[config.mk]
export PLATFORM = sky130hd
export DESIGN_NAME = mm_front_end_flat
export DESIGN_NICKNAME = d
export VERILOG_FILES = /design/src/rtl/mm_front_end_if.sv /design/src/rtl/mm_front_end.sv /design/src/flat_wrapper.sv
export SDC_FILE = /design/constraint.sdc
export NUM_CORES = 1
export LEC_CHECK = 0
export CORE_ASPECT_RATIO = 1.25
export CORE_MARGIN = 5
export CORE_UTILIZATION = 53
export DETAILED_ROUTE_END_ITERATION = 8
export GPL_ROUTABILITY_DRIVEN = 0
export HOLD_SLACK_MARGIN = 0.12
export PLACE_DENSITY_LB_ADDON = 0.12
export RECOVER_POWER = 50
export SETUP_SLACK_MARGIN = 0.05
export SYNTH_ARGS = -nofsm -noshare
export SYNTH_HDL_FRONTEND = slang
export SYNTH_SLANG_ARGS = --single-unit
[constraint.sdc]
create_clock -name aclk -period 3.7 [get_ports aclk]
set_clock_uncertainty 0.2 [all_clocks]
set_input_delay 0.74 -clock aclk [delete_from_list [all_inputs] [get_ports aclk]]
set_output_delay 0.74 -clock aclk [all_outputs]
set_load 0.02 [all_outputs]
[src/rtl/mm_front_end_if.sv]
// Memory read port and output stream of the co-processor input stage.
// master = the front end, slave = memory model plus downstream datapath.
`timescale 1ns/1ps
interface mm_front_end_if #(
    parameter int ADDR_W = 10,
    parameter int DATA_W = 32
);
    logic              mem_en;
    logic [ADDR_W-1:0] mem_addr;
    logic [DATA_W-1:0] mem_rdata;
    logic [DATA_W-1:0] out_data;
    logic              out_valid;
    logic              out_ready;

    modport master (
        output mem_en, mem_addr, out_data, out_valid,
        input  mem_rdata, out_ready
    );

    modport slave (
        input  mem_en, mem_addr, out_data, out_valid,
        output mem_rdata, out_ready
    );
endinterface

[src/rtl/mm_front_end.sv]
// Reads `size` consecutive words from the input buffer memory and streams them out.
// A 2-entry FIFO hides the 1-cycle read latency so back-pressure never drops data.
`timescale 1ns/1ps
module mm_front_end #(
    parameter int ADDR_W = 10,
    parameter int DATA_W = 32
) (
    input  logic            aclk,
    input  logic            aresetn,
    input  logic            start,
    input  logic [ADDR_W:0] size,
    output logic            busy,
    output logic            done,
    mm_front_end_if.master  bus
);
    localparam logic [1:0] IDLE  = 2'd0;
    localparam logic [1:0] READ  = 2'd1;
    localparam logic [1:0] DRAIN = 2'd2;

    localparam logic [ADDR_W:0] ONE = (ADDR_W + 1)'(1);

    logic [1:0]        state;
    logic [ADDR_W:0]   size_q;
    logic [ADDR_W:0]   rd_cnt;
    logic [ADDR_W:0]   remaining;
    logic              inflight;

    logic [DATA_W-1:0] fifo_mem [2];
    logic              wr_ptr;
    logic              rd_ptr;
    logic [1:0]        fifo_cnt;

    logic              pop;
    logic              issue;
    logic              last_issue;
    logic              last_pop;
    logic [2:0]        credit;

    // A read may only issue if its word is guaranteed a FIFO slot when it returns.
    assign pop        = bus.out_valid && bus.out_ready;
    assign credit     = {1'b0, fifo_cnt} + {2'b00, inflight} - {2'b00, pop};
    assign issue      = (state == READ) && (rd_cnt < size_q) && (credit < 3'd2);
    assign last_issue = issue && ((rd_cnt + ONE) == size_q);
    assign last_pop   = (state == DRAIN) && pop && (remaining == ONE);

    assign bus.mem_en    = issue;
    assign bus.mem_addr  = rd_cnt[ADDR_W-1:0];
    assign bus.out_valid = (fifo_cnt != 2'd0);
    assign bus.out_data  = fifo_mem[rd_ptr];
    assign busy          = (state != IDLE);

    // NOTE: registered state uses <= so every reader sees the pre-edge value.
    always_ff @(posedge aclk or negedge aresetn) begin
        if (!aresetn) begin
            state     <= IDLE;
            size_q    <= '0;
            rd_cnt    <= '0;
            remaining <= '0;
            inflight  <= 1'b0;
            done      <= 1'b0;
        end else begin
            done     <= 1'b0;
            inflight <= issue;
            if (issue)
                rd_cnt <= rd_cnt + ONE;
            if (pop)
                remaining <= remaining - ONE;

            case (state)
                IDLE: begin
                    if (start) begin
                        if (size == '0) begin
                            done <= 1'b1;
                        end else begin
                            size_q    <= size;
                            remaining <= size;
                            rd_cnt    <= '0;
                            state     <= READ;
                        end
                    end
                end
                READ: begin
                    if (last_issue)
                        state <= DRAIN;
                end
                DRAIN: begin
                    if (last_pop) begin
                        state <= IDLE;
                        done  <= 1'b1;
                    end
                end
                default: state <= IDLE;
            endcase
        end
    end

    // NOTE: the two FIFO words are reset so out_data reads 0 out of reset.
    always_ff @(posedge aclk or negedge aresetn) begin
        if (!aresetn) begin
            fifo_mem[0] <= '0;
            fifo_mem[1] <= '0;
            wr_ptr      <= 1'b0;
            rd_ptr      <= 1'b0;
            fifo_cnt    <= 2'd0;
        end else begin
            if (inflight) begin
                fifo_mem[wr_ptr] <= bus.mem_rdata;
                wr_ptr           <= ~wr_ptr;
            end
            if (pop)
                rd_ptr <= ~rd_ptr;

            case ({inflight, pop})
                2'b10:   fifo_cnt <= fifo_cnt + 2'd1;
                2'b01:   fifo_cnt <= fifo_cnt - 2'd1;
                default: fifo_cnt <= fifo_cnt;
            endcase
        end
    end
endmodule

[src/flat_wrapper.sv]
// flat-port wrapper written by rule: the top's interface ports become plain ports
module mm_front_end_flat 
#(
    parameter int ADDR_W = 10,
    parameter int DATA_W = 32
)
  (aclk, aresetn, start, size, busy, done, bus_mem_en, bus_mem_addr, bus_out_data, bus_out_valid, bus_mem_rdata, bus_out_ready);
  mm_front_end_if #(.ADDR_W(ADDR_W), .DATA_W(DATA_W)) bus_i ();
  input  logic aclk;
  input  logic aresetn;
  input  logic start;
  input  logic [ADDR_W:0] size;
  output logic busy;
  output logic done;
  output wire logic [$bits(bus_i.mem_en)-1:0] bus_mem_en;
  output wire logic [$bits(bus_i.mem_addr)-1:0] bus_mem_addr;
  output wire logic [$bits(bus_i.out_data)-1:0] bus_out_data;
  output wire logic [$bits(bus_i.out_valid)-1:0] bus_out_valid;
  input wire logic [$bits(bus_i.mem_rdata)-1:0] bus_mem_rdata;
  input wire logic [$bits(bus_i.out_ready)-1:0] bus_out_ready;
  assign bus_mem_en = bus_i.mem_en;
  assign bus_mem_addr = bus_i.mem_addr;
  assign bus_out_data = bus_i.out_data;
  assign bus_out_valid = bus_i.out_valid;
  assign bus_i.mem_rdata = bus_mem_rdata;
  assign bus_i.out_ready = bus_out_ready;
  mm_front_end #(.ADDR_W(ADDR_W), .DATA_W(DATA_W)) u_core (.aclk(aclk), .aresetn(aresetn), .start(start), .size(size), .busy(busy), .done(done), .bus(bus_i));
endmodule
==> flow_summary.json, run 1 <==
{
  "status": "finished with violations",
  "violations": "max-capacitance violations, max-slew violations",
  "num_rows": 40,
  "cts_tree": "built",
  "grt_overflow": 0,
  "worstPathArrival_ns": 2.55,
  "ant_nets": 0,
  "fin_setup_tns_ns": 0,
  "wire_per_inst_um": 16.70,
  "cpMaxStageDelayCell": "fa_1",
  "powerDensity_nw_per_um2": 944.9,
  "grt_pass1_wl_um": 19100,
  "final_hold_viol_count": 0,
  "switching_share_pct": 36.65,
  "vias": 3610,
  "netlist_area_um2": 5279,
  "ios": 93,
  "synth_fp_nets": 508,
  "start_kind": "input pin",
  "ys_ff_latch": 105,
  "holdBufCountCts": 0,
  "path_class": "input pin to output pin",
  "routed_wirelength_um": 11130,
  "drt_pass1_iterations": 4,
  "dp.cells": 650,
  "area_growth_pct": 25.03,
  "via_per_inst": 5.420,
  "synth-main-ff-cell": "dfrtp_1",
  "peakVddDrop_v": 0.0008382,
  "fmax_mhz": 286.5,
  "die-height_um": 121.6,
  "ys_top_cells_by_count": "dfrtp_1 (105), mux2_2 (95), nand2_1 (25)",
  "fin_crit_sh_pct": 94.34,
  "drcViolationCount": 0,
  "antenna_cells": 0,
  "syn_inst": 446,
  "rsz0062_at_grt": "no",
  "critPathBufInv": 3,
  "p_leak_nw": 2.753,
  "fin_crit_ns": 3.491,
  "crit_family": "simple AND/OR/NAND/NOR gates",
  "p_switching_mw": 2.286,
  "synth_edf_count": 0,
  "synth_seq_area_share_pct": 49.77,
  "synth_top_area_share_pct": 49.77,
  "initial_core_util_pct": 54.65,
  "fillers": 725,
  "rrSetupSlack_ns": 0.82,
  "root_buffer": "clkbuf_16",
  "reg2regPathDepth": 10,
  "power.internal_mw": 3.951,
  "seqPwrFrac_pct": 32.5,
  "io_buffers": 92,
  "avgSynthCellArea_um2": 11.84,
  "crit_path_end_kind": "output pin",
  "r2r-start": "u_core.fifo_cnt[0]",
  "clkLatencyLatePin_ns": 0.34,
  "synth.distinct_cells": 47,
  "cts_buffer_depth": 2,
  "slowest_delay_ns": 0.41,
  "worstMarginPinSlew_ns": 2.396,
  "drive_gt1_share_pct": 25.93,
  "timing.rr.end": "u_core.state[0]",
  "pwr-share-comb_pct": 52.0,
  "critPathMaxFanout": 3,
  "crit_end": "bus_mem_en",
  "critPathRequiredTime_ns": 2.76,
  "crit_chain": "dlygate4sd2_1 > o21ai_0 > nor2_1 > fa_1 > xnor2_1 > nand4b_1 > nor3_4 > nand2_4 > inv_1 > buf_2",
  "fp.dieW_um": 99.27,
  "crit_start": "bus_out_ready",
  "cts_inserted_buffers": 9,
  "holdWs_ns": 0.2732,
  "ys_async_sr_fraction_pct": 100.0,
  "yosysWarnings": 0,
  "maxCapViolations": 1,
  "slew_headroom_pct": -59.74,
  "seqCellArea_um2": 2628,
  "setup_viol": 0,
  "multi_input_area_um2": 2422,
  "finalNonFillerCells": 666,
  "dp_hpwl_um": 8198,
  "dieArea_um2": 12070,
  "synth.most_common_cell": "dfrtp_1",
  "pwr-share-clk_pct": 15.5,
  "grt_pass1_vias": 3867,
  "track_usage_pct": 19.90,
  "clkTransAtPathRegs_ns": 0.07,
  "synth_area_leaders": "dfrtp_1 (50%), mux2_2 (20%), xnor2_1 (4.0%)",
  "drtIter0Drc": 125,
  "clock-sinks": 105,
  "grt_antenna_before_repair": 0,
  "grt_max_degree": 48,
  "cp.depth": 10,
  "synth_top_cell_by_area": "dfrtp_1",
  "layout.nets": 597,
  "drv_slew": 48,
  "core-area_um2": 9659,
  "htreeDepth": 3,
  "hold_class": "flip-flop to flip-flop"
}
[layer usage]
layer	up-vias	global-route usage, %	part of all wire [%]
met1	1797	23.61	41
met3	18	2.806	3.6
met4	0	9.735	2.5
li1	1715	-	-
met5	-	0	0
met2	80	35.25	53
[logic make-up (layout without fill, tap and decap cells)]
logic type	after synthesis	count (layout)	share of synthesized area, %
multiplexers	97	97	20.67
AO/OA/AOI/OAI	44	44	4.954
AND/OR/NAND/NOR	99	99	10.17
XOR/XNOR	39	39	6.471
flip-flops	105	105	49.77
buffers and inverters	47	141	4.266
adder cells (fa/ha/maj)	15	15	3.698
[worst reg2reg max path, delay by kind of cell (launching register included)]
family | cells | cell delay (ns)
simple gates | 5 | 0.94
flops | 1 | 0.44
compound gates | 2 | 0.42
fa+ha+maj | 1 | 0.41
xor+xnor | 1 | 0.17
buf+inv | 1 | 0.17
[power by group through the flow]
stage	clock (mW)	sequential, mW	combinational, mW
floorplan	0	1.94	2.23
global placement	0	2.01	3.25
detailed placement	0	2.05	3.30
CTS	0.994	2.03	3.30
global route	1.04	2.10	3.52
finish	0.966	2.02	3.25
[registers in the layout (all words and copies together), names as in the netlist]
name and flops:
u_core.rd_cnt 11, u_core.state 2, u_core.fifo_mem 64, u_core.size_q 11, u_core.fifo_cnt 2, u_core.remaining 11
u_core.inflight 1, u_core.rd_ptr 1, u_core.wr_ptr 1, u_core.done 1
[repair_timing]
| item | CTS | global route |
|---|---|---|
| gates resized for setup | 5 | 0 |
| buffers inserted | 0 | 0 |
| endpoints found under the setup margin | 1 | 0 |
[stage by stage]
stage / setup WS, ns / utilization [%] / total power [mW] / cell area, um2
after floorplan: 0.4240 / - / 4.170 / 5279
after global placement: -0.4886 / 65.39 / 5.267 / 6316
after detailed placement: -0.5036 / 65.39 / 5.355 / 6316
after CTS: 0.2154 / 68.47 / 6.323 / 6614
after global routing: 0.09163 / 68.33 / 6.661 / 6600
final: 0.2094 / 68.33 / 6.236 / 6600
[worst min-delay path by stage]
stage	from	endpoint	depth (start not counted)	slack [ns]
floorplan	aresetn	u_core.done	0	0.24
global placement	u_core.rd_ptr	u_core.rd_ptr	1	0.26
detailed placement	u_core.rd_ptr	u_core.rd_ptr	1	0.27
CTS	aresetn	u_core.fifo_mem[17]	1	0.20
global route	u_core.fifo_mem[44]	u_core.fifo_mem[44]	1	0.31
finish	u_core.rd_ptr	u_core.rd_ptr	1	0.27
[cell usage in the layout, fill, tap and decap left out, drive strengths merged, types with 2 or more instances in the layout]
cell type	count
nor2	23
or2	2
xor2	15
nand3	19
xnor2	24
o31ai	2
and2	3
nand2	26
o21ai	25
clkinv	2
a31oi	2
a21oi	7
inv	19
nand4	3
mux2	96
ha	14
clkdlybuf4s50	89
nor4	3
nor2b	3
nand2b	2
o211ai	2
dfrtp	105
buf	14
or3	2
a211oi	3
nor3	6
clkbuf	14
[area by class of cell]
class	instances	area share [%]
sequential	105	39.81
multi-input combinational	294	36.70
timing repair buffer	108	15.53
clock buffer	10	3.621
tap	126	2.389
clock inverter	6	0.9858
inverter	17	0.9668
Power figures use the tool's default switching activity.
==> inputs of run 2 (changes only) <==
HOLD_SLACK_MARGIN = 0.15   (was 0.12)
==> results of run 2 <==
The final DEF is identical to that of run 1; final timing and power are the same.
==> inputs of run 3 (changes only) <==
SLEW_MARGIN = 20   (was default)
==> results of run 3 <==
The final DEF is identical to that of run 1; final timing and power are the same.
